[src/rtl/mips_trace_buffer.sv]
// ============================================================================
// mips_trace_buffer
// ----------------------------------------------------------------------------
// Instruction trace capture for the multicycle MIPS core. Every time the core
// control FSM enters its DECODE state, the instruction register value is
// captured once into a first-word-fall-through FIFO. A debug/host port drains
// the FIFO with a valid/ready handshake. Free-running counters (cycles, captured
// instructions, dropped captures) support CPI analysis on the host side.
//
// Parameters
//   DEPTH         FIFO entries (power of two, >= 2)
//   DECODE_STATE  core FSM encoding of DECODE (IR is valid in this state)
//   CNT_W         width of the cycle and instruction counters
//
// Ports
//   i_clk            rising-edge clock shared with the core
//   i_reset          asynchronous active-high reset, clears all state
//   i_instruction    core IR output
//   i_state          core control FSM state
//   i_clear          synchronous clear of FIFO, counters and overflow flag
//   i_trace_ready    consumer accepts o_trace_data this cycle
//   o_trace_data     FIFO head (first-word-fall-through)
//   o_trace_valid    FIFO non-empty
//   o_full           occupancy == DEPTH
//   o_level          current occupancy (0..DEPTH)
//   o_overflow       sticky: a capture was dropped because the FIFO was full
//   o_cycle_count    clocks since reset/clear, saturating
//   o_instr_count    captures seen (including dropped ones), saturating
//   o_drop_count     captures dropped on full, saturating
// ============================================================================
module mips_trace_buffer #(
    parameter int         DEPTH        = 16,
    parameter logic [3:0] DECODE_STATE = 4'd1,
    parameter int         CNT_W        = 32
) (
    input  logic                   i_clk,
    input  logic                   i_reset,
    input  logic [31:0]            i_instruction,
    input  logic [3:0]             i_state,
    input  logic                   i_clear,
    input  logic                   i_trace_ready,
    output logic [31:0]            o_trace_data,
    output logic                   o_trace_valid,
    output logic                   o_full,
    output logic [$clog2(DEPTH):0] o_level,
    output logic                   o_overflow,
    output logic [CNT_W-1:0]       o_cycle_count,
    output logic [CNT_W-1:0]       o_instr_count,
    output logic [15:0]            o_drop_count
);

    localparam int            AW         = $clog2(DEPTH);
    localparam int            LW         = AW + 1;
    localparam logic [LW-1:0] FULL_LEVEL = LW'(DEPTH);

    // ------------------------------------------------------------------------
    // State
    // ------------------------------------------------------------------------
    logic [31:0]      r_mem [DEPTH];
    logic [AW-1:0]    r_wr_ptr;
    logic [AW-1:0]    r_rd_ptr;
    logic [LW-1:0]    r_level;
    logic [3:0]       r_prev_state;
    logic [31:0]      r_head;
    logic             r_overflow;
    logic [CNT_W-1:0] r_cycle_count;
    logic [CNT_W-1:0] r_instr_count;
    logic [15:0]      r_drop_count;

    // ------------------------------------------------------------------------
    // Combinational control
    // ------------------------------------------------------------------------
    logic             w_capture;
    logic             w_empty;
    logic             w_full;
    logic             w_pop;
    logic             w_push;
    logic             w_drop;
    logic [AW-1:0]    w_rd_ptr_inc;
    logic [LW-1:0]    w_level_after_pop;
    logic [LW-1:0]    w_level_next;
    logic [31:0]      w_head_next;

    // Edge-detect on DECODE: a core that sits in DECODE for several cycles
    // still yields exactly one trace entry.
    assign w_capture = (i_state == DECODE_STATE) && (r_prev_state != DECODE_STATE);

    assign w_empty = (r_level == '0);
    assign w_full  = (r_level == FULL_LEVEL);

    // Clear overrides any FIFO movement in the same cycle. A ready with an
    // empty FIFO never pops, even if a capture lands in that same cycle.
    assign w_pop  = !i_clear && !w_empty && i_trace_ready;

    // A full FIFO still accepts a capture when the head leaves in the same
    // cycle; only a capture into a full, non-draining FIFO is dropped.
    assign w_push = !i_clear && w_capture && (!w_full || w_pop);
    assign w_drop = !i_clear && w_capture && w_full && !w_pop;

    assign w_rd_ptr_inc      = r_rd_ptr + AW'(1);
    assign w_level_after_pop = r_level - LW'(w_pop);
    assign w_level_next      = w_level_after_pop + LW'(w_push);

    // The head register presents the oldest entry one cycle after it becomes
    // the oldest. When the FIFO drains to empty it keeps the last value, so
    // o_trace_data is stable while o_trace_valid is low.
    always_comb begin
        w_head_next = r_head;
        if (w_pop && (w_level_after_pop != '0)) begin
            // Another entry remains behind the one leaving; it was written
            // in an earlier cycle, so the array already holds it.
            w_head_next = r_mem[w_rd_ptr_inc];
        end else if (w_push && (w_level_after_pop == '0)) begin
            // FIFO is (or becomes) empty apart from the new word: bypass the
            // array so the word is visible on the very next cycle.
            w_head_next = i_instruction;
        end
    end

    // ------------------------------------------------------------------------
    // Storage array (no reset: contents are meaningless until written)
    // ------------------------------------------------------------------------
    always_ff @(posedge i_clk) begin
        if (w_push) begin
            r_mem[r_wr_ptr] <= i_instruction;
        end
    end

    // ------------------------------------------------------------------------
    // Pointers, occupancy, head, flags and counters
    // ------------------------------------------------------------------------
    always_ff @(posedge i_clk or posedge i_reset) begin
        if (i_reset) begin
            r_wr_ptr      <= '0;
            r_rd_ptr      <= '0;
            r_level       <= '0;
            // Starting "already in DECODE" suppresses a spurious capture in
            // the first cycle after reset.
            r_prev_state  <= DECODE_STATE;
            r_head        <= '0;
            r_overflow    <= 1'b0;
            r_cycle_count <= '0;
            r_instr_count <= '0;
            r_drop_count  <= '0;
        end else begin
            // DECODE tracking continues through a clear so that a clear issued
            // while the core is in DECODE does not cause a late capture.
            r_prev_state <= i_state;

            if (i_clear) begin
                r_wr_ptr      <= '0;
                r_rd_ptr      <= '0;
                r_level       <= '0;
                r_overflow    <= 1'b0;
                r_cycle_count <= '0;
                r_instr_count <= '0;
                r_drop_count  <= '0;
            end else begin
                if (w_push) begin
                    r_wr_ptr <= r_wr_ptr + AW'(1);
                end
                if (w_pop) begin
                    r_rd_ptr <= w_rd_ptr_inc;
                end
                r_level <= w_level_next;
                r_head  <= w_head_next;

                if (w_drop) begin
                    r_overflow <= 1'b1;
                    if (r_drop_count != 16'hFFFF) begin
                        r_drop_count <= r_drop_count + 16'd1;
                    end
                end

                // Counters saturate at all-ones rather than wrap, so a long
                // run reads as "at least this many" instead of a small lie.
                if (r_cycle_count != '1) begin
                    r_cycle_count <= r_cycle_count + CNT_W'(1);
                end
                if (w_capture && (r_instr_count != '1)) begin
                    r_instr_count <= r_instr_count + CNT_W'(1);
                end
            end
        end
    end

    // ------------------------------------------------------------------------
    // Outputs
    // ------------------------------------------------------------------------
    assign o_trace_data  = r_head;
    assign o_trace_valid = !w_empty;
    assign o_full        = w_full;
    assign o_level       = r_level;
    assign o_overflow    = r_overflow;
    assign o_cycle_count = r_cycle_count;
    assign o_instr_count = r_instr_count;
    assign o_drop_count  = r_drop_count;

endmodule
[config.mk]
export PLATFORM = sky130hd
export DESIGN_NAME = mips_trace_buffer
export DESIGN_NICKNAME = d
export VERILOG_FILES = /design/src/rtl/mips_trace_buffer.sv
export SDC_FILE = /design/constraint.sdc
export NUM_CORES = 1
export LEC_CHECK = 0
export BUFFER_PORTS_ARGS = -buffer_cell sky130_fd_sc_hd__buf_2
export CAP_MARGIN = 15
export CORE_ASPECT_RATIO = 1.2
export CORE_MARGIN = 5
export CORE_UTILIZATION = 55
export DETAILED_ROUTE_END_ITERATION = 8
export GPL_ROUTABILITY_DRIVEN = 0
export PLACE_DENSITY = 0.8
export RECOVER_POWER = 25
export SYNTH_ARGS = -nofsm -noshare
export SYNTH_HDL_FRONTEND = slang
export SYNTH_SLANG_ARGS = --single-unit
[constraint.sdc]
create_clock -name i_clk -period 4.25 [get_ports i_clk]
set_input_delay 0.425 -clock i_clk [delete_from_list [all_inputs] [get_ports i_clk]]
set_output_delay 0.425 -clock i_clk [all_outputs]
set_load 0.02 [all_outputs]
======== Word-level counts from Yosys, hierarchy flattened ========
Memory sizes are Yosys's and may differ from the RTL's.
Index checks and enable logic that the tools add are counted.
cells by class
  add/subtract/negate cells ............... 7
  eq/ne operators ......................... 6
  mux-type cells .......................... 18
  bitwise gates (word level) .............. 1
  reductions and logical operators ........ 27
operator list
  kind                                                   number
  two-way mux 32 bit                                     6
  adder 32 x 1 -> 32 bit, second input constant          2
  inequality test 32 bit, second input constant          2
  two-way mux 16 bit                                     3
  adder 16 x 1 -> 16 bit, second input constant          1
  two-way mux 4 bit                                      4
  inequality test 16 bit, second input constant          1
  nonzero test 2 bit                                     7
  logical AND 1 bit                                      10
  logical NOT 5 bit                                      2
  adder 4 x 1 -> 4 bit, second input constant            2
  adder 5 x 1 -> 5 bit                                   1
  == test 5 bit, second input constant                   1
  two-way mux 5 bit                                      1
  nonzero test 5 bit                                     1
  subtractor 5 x 1 -> 5 bit                              1
  == test 4 x 1 -> 1 bit, second input constant          1
  logical NOT 1 bit                                      4
  two-way mux 1 bit                                      4
  inequality test 4 x 1 -> 1 bit, second input constant  1
  AND reduction 2 bit                                    2
  logical OR 1 bit                                       1
  NOT 1 bit                                              1
storage, ports and cells
  bits in registers ....................... 130
  RAM bits ................................ 512
  output and inout port bits .............. 120
  word-level logic and storage cells ...... 69
  memories ................................ 1
memories
  memory  words  bits a word  read ports  clocked after Yosys merged registers in  wr ports  line  RTL
  r_mem   16     32           1           0                                        1         59    logic [31:0] r_mem [DEPTH];

======== Logic depth before layout (Yosys ltp) ========
  depth in word-level cells ............... 9
  depth in mapped cells ................... 13
  gate-level depth less buffers ........... 12

======== Worst setup path after synthesis ========
OpenSTA, ideal clock, no wires.
  path type ............................... register to register
  start ................................... reg r_level[2] (netlist: o_level[2])
  end ..................................... reg r_head[0] (netlist: o_trace_data[0])
  library setup time ...................... 126 ps
  data arrival time ....................... 3,368 ps
  data required time ...................... 4,124 ps
  setup slack ............................. 756 ps
  cell stages (with the launch flop) ...... 14
  path buffers ............................ 3
  clock period less this slack ............ 3,494 ps
  path through ............................ dfrtp_1 > or4_4 > o21ai_1 > buf_2 > inv_2 > ha_1 > ha_1 > xor2_1 > or3_1 > clkbuf_1 > o311a_1 > clkbuf_1 > a221oi_1 > nand2_1
between the ends
  cells in the longest elaborated chain, start to end .. 9
ends and longest elaborated chain
  element                                                               line      RTL
  start, declared                                                       62        logic [LW-1:0] r_level;
  start signal, assigned                                                165       r_level <= w_level_next;
  logical NOT 5 bit                                                     88        assign w_empty = (r_level == '0);
  logical NOT 1 bit                                                     93        assign w_pop = !i_clear && !w_empty && i_trace_ready;
  logical AND 1 bit (2 in series)                                       93
  subtractor 5 x 1 -> 5 bit / logical OR 1 bit (equally long branches)  101, 97
  nonzero test 5 bit, or another cell as far along                      109       if (w_pop && (w_level_after_pop != '0)) begin
  logical AND 1 bit (on tied branches)                                  109, 113
  nonzero test 2 bit (no source line)                                   --
  AND reduction 2 bit (no source line)                                  --
  end signal, assigned                                                  166       r_head <= w_head_next;
  end, declared                                                         64        logic [31:0] r_head;
Several ways; a longest one is shown, not always the timed one.
A chain may end at the register's enable or synchronous reset.

======== Worst setup path after layout ========
  start ................................... reg r_level[2] (netlist: o_level[2])
  end ..................................... reg r_head[28] (netlist: o_trace_data[28])
Same word-level chain as after synthesis.

==> summary.txt <==
Setup path
  – CP endpoint kind: register
  – CP endpoint: o_trace_data[28]
  – Startpoint Class: register
  – Worst Path Arrival: 4.44 ns
  – R2R Setup Slk: 0.31 ns
  – R2r worst-path depth: 12
  – CP startpoint: o_level[2]
  – Worst path required time: 4.75 ns
  – Reg-to-reg startpoint: o_level[2]
  – Worst Path Max Fanout: 20
  – Crit path kind: reg2reg
  – R2R Path End: o_trace_data[28]

Min path
  – Hold Path Depth: 1
  – Hold Crit Class: in2reg

Layout
  – Final Util: 0.636
  – Fill cells: 3256
  – Sequential Area: 0.0186 sq mm
  – Layout cells sized above 1: 0.272
  – Nets: 1795
  – Area of the multi-input gates: 0.00793 sq mm
  – Area Overhead vs Synth: 14.0%

Detailed routing
  – Drt drc: 0
  – Initial DRC Count: 2358
  – Total number of vias: 16.3k
  – Wirelength per Cell: 27.1 um
  – First-pass DRT Iterations: 6
  – Final ANT Viol Nets: 0
  – Routed vias/inst: 6.71
  – Final WL: 65700 um

Run
  – Max-cap violation count: 0

Timing
  – Fin. max-slew vios: 0
  – Final hold viol count: 0
  – Final min period: 3.94 ns
  – Final WS setup: 0.314 ns
  – Setup Skew: 0.0229 ns
  – Fmax: 0.254 GHz
  – Unrepaired setup endpoints after global routing: no
  – Aggregate negative setup slack: 0 ns
  – Worst-margin pin slew: 1.13 ns
  – Headroom to the max-slew limit: 0.243
  – Final setup vio count: 0
  – Tcrit/Tclk final: 0.926

Floorplanning
  – Die area: 0.0534 sq mm
  – Height of the die: 252 um
  – Initial Util: 0.558
  – Core area: 0.0482 sq mm
  – Die Wd: 212 um
  – # IOs: 160
  – Number of core rows: 88

Synthesis
  – Synth Area per Inst: 17.2 sq um
  – Yosys reg bits: 642
  – Synth Net Count: 1620
  – Sequential area share after synthesis: 0.693
  – Top_reg_cell synth: edfxtp_1
  – Commonest cells in the netlist: edfxtp_1 (512), dfrtp_1 (129), mux4_2 (128), clkbuf_1 (74), nand2_1 (72)
  – Top cells by area, synth: edfxtp_1 (57%), dfrtp_1 (12%), mux4_2 (11%)
  – Synth top area share: 0.572
  – Cell area after synthesis: 0.0269 sq mm
  – Post-synth EDFFs: 512
  – YS warnings: 0
  – Asr flop ratio synth: 0.202
  – Synth area leader: edfxtp_1
  – Post-synthesis cell count: 1568
  – Most common cell in the synthesized netlist: edfxtp_1
  – Yosys cell types: 67

Global route
  – Total Routing Usage GR: 0.243
  – Largest net degree at the start of global routing: 90
  – Vias in the first global route: 16.4k
  – Initial antenna violation count: 4
  – GRT overflow: 0
  – Global-route wire length before repair: 99500 um

Placement
  – DP Wirelength: 37100 um
  – Worst slack, placed: 0.407 ns
  – Port-buffer cells: 159

Pwr
  – Sw Pwr: 5.81 mW
  – Cell-internal power: 11.6 mW
  – Power per cell area: 566 mW/mm^2
  – Sw Ratio: 0.335
  – Logic pwr share: 0.279
  – Maximum vdd drop: 0.000887 V
  – Seq pwr share: 0.413
  – Clock power share: 0.308
  – Leak: 10.6 nW

CTS
  – CTS Hold Buffers Added: 5
  – TritonCTS clock tree: done
  – Total clock buffers created by CTS: 60
  – Htree depth: 2
  – Clock buffer depth: 3
  – Latest clock arrival within the worst-skew pair: 0.63 ns
  – # Post-CTS Setup Buffers: 0
  – CTS sink cnt: 642
  – Post-cts resize count: 0
  – Clock slew at reported path FFs: 0.06 ns
  – Root Driver: clkbuf_16

Status
  – Status: complete, no violations
final cells by class:
class	count	share of cell area
diodes	3	0.000245
clock buffers	78	0.0521
clock inverters	35	0.0119
inverters	20	0.00261
multi-input cells	808	0.259
flip-flops and latches	642	0.608
well taps	630	0.0257
repair buffers	211	0.0413
logic make-up (layout without fill, tap and decap cells):
group	after synthesis	after routing	share of synthesized area
buffers and inverters	118	344	0.0175
muxes	206	206	0.138
DFF	642	642	0.693
adders and majority gates	12	12	0.00558
AOI/OAI and AO/OA	242	242	0.0678
other	0	3	0
xor gates and xnor gates	29	29	0.00944
and+or+nand+nor	319	319	0.0689
per-layer routing:
layer  GRT usage  wire length, um  vias to the layer above
li1            -                -                     6806
met1       0.331            24400                     8330
met2       0.395            32500                      954
met3      0.0514             6220                      192
met4      0.0895             2510                        2
met5           0               13                        -
how the worst min path moves through the flow:
stage                 endpoint         startpoint  slack, ns
4_1_cts           r_mem[0][29]  i_instruction[29]       0.15
2_1_floorplan  r_prev_state[0]         i_state[0]       0.43
3_3_place_gp        o_overflow         o_overflow       0.48
5_1_grt           r_mem[1][20]  i_instruction[20]       0.20
6_report          r_mem[4][24]  i_instruction[24]       0.20
3_5_place_dp        o_overflow         o_overflow       0.49
power groups by stage:
| stage | Combinational (mW) | Clock [mW] | Sequential [mW] |
|---|---|---|---|
| after floorplan | 2.93 | 0 | 7.34 |
| after global placement | 4.49 | 0 | 7.28 |
| after detailed placement | 4.68 | 0 | 7.30 |
| after CTS | 4.73 | 5.42 | 7.17 |
| after global routing | 5.08 | 5.69 | 7.18 |
| final | 4.85 | 5.35 | 7.17 |
state kept, by name, summed over array words and instances (netlist names), 4 cells and up:
signal and cells:
r_prev_state 4, o_instr_count 32, r_rd_ptr 4, r_mem 512
o_cycle_count 32, o_trace_data 32, o_level 5, r_wr_ptr 4
o_drop_count 16
critical path, stage by stage, from the launching register on:
cell,delay [ns]
dfrtp_1,0.46
or4_4,0.60
o21ai_4,0.17
inv_2,0.05
ha_1,0.21
ha_1,0.24
xor2_1,0.35
or3_1,0.68
buf_4,0.42
nor3_2,0.08
buf_4,0.26
a31oi_1,0.22
nand2_1,0.08
through the flow:
step / hold WS (ns) / cell area, sq um / instances / power (mW)
6_report: 0.203 / 30700 / 2427 / 17.4
5_1_grt: 0.195 / 30700 / 2426 / 17.9
4_1_cts: 0.152 / 30700 / 2423 / 17.3
3_5_place_dp: 0.486 / 28700 / 2305 / 12.0
3_3_place_gp: 0.476 / 28700 / 2305 / 11.8
2_1_floorplan: 0.429 / 26900 / 1568 / 10.3
cells in the final DEF, fill, tap and decap left out, types with 18 or more instances in the layout:
cell,n
mux4_2,128
nand3_1,31
clkbuf_16,60
a221oi_1,32
o31ai_1,23
nor2_1,47
nand2_1,72
buf_4,38
a21oi_1,40
o311a_1,33
edfxtp_1,512
mux2_2,32
buf_2,134
or4_1,26
a2111oi_0,34
clkbuf_1,40
dfrtp_1,127
mux2i_1,36
or3_1,22
inv_1,18
a31oi_1,33
(Power assumes the default switching activity.)
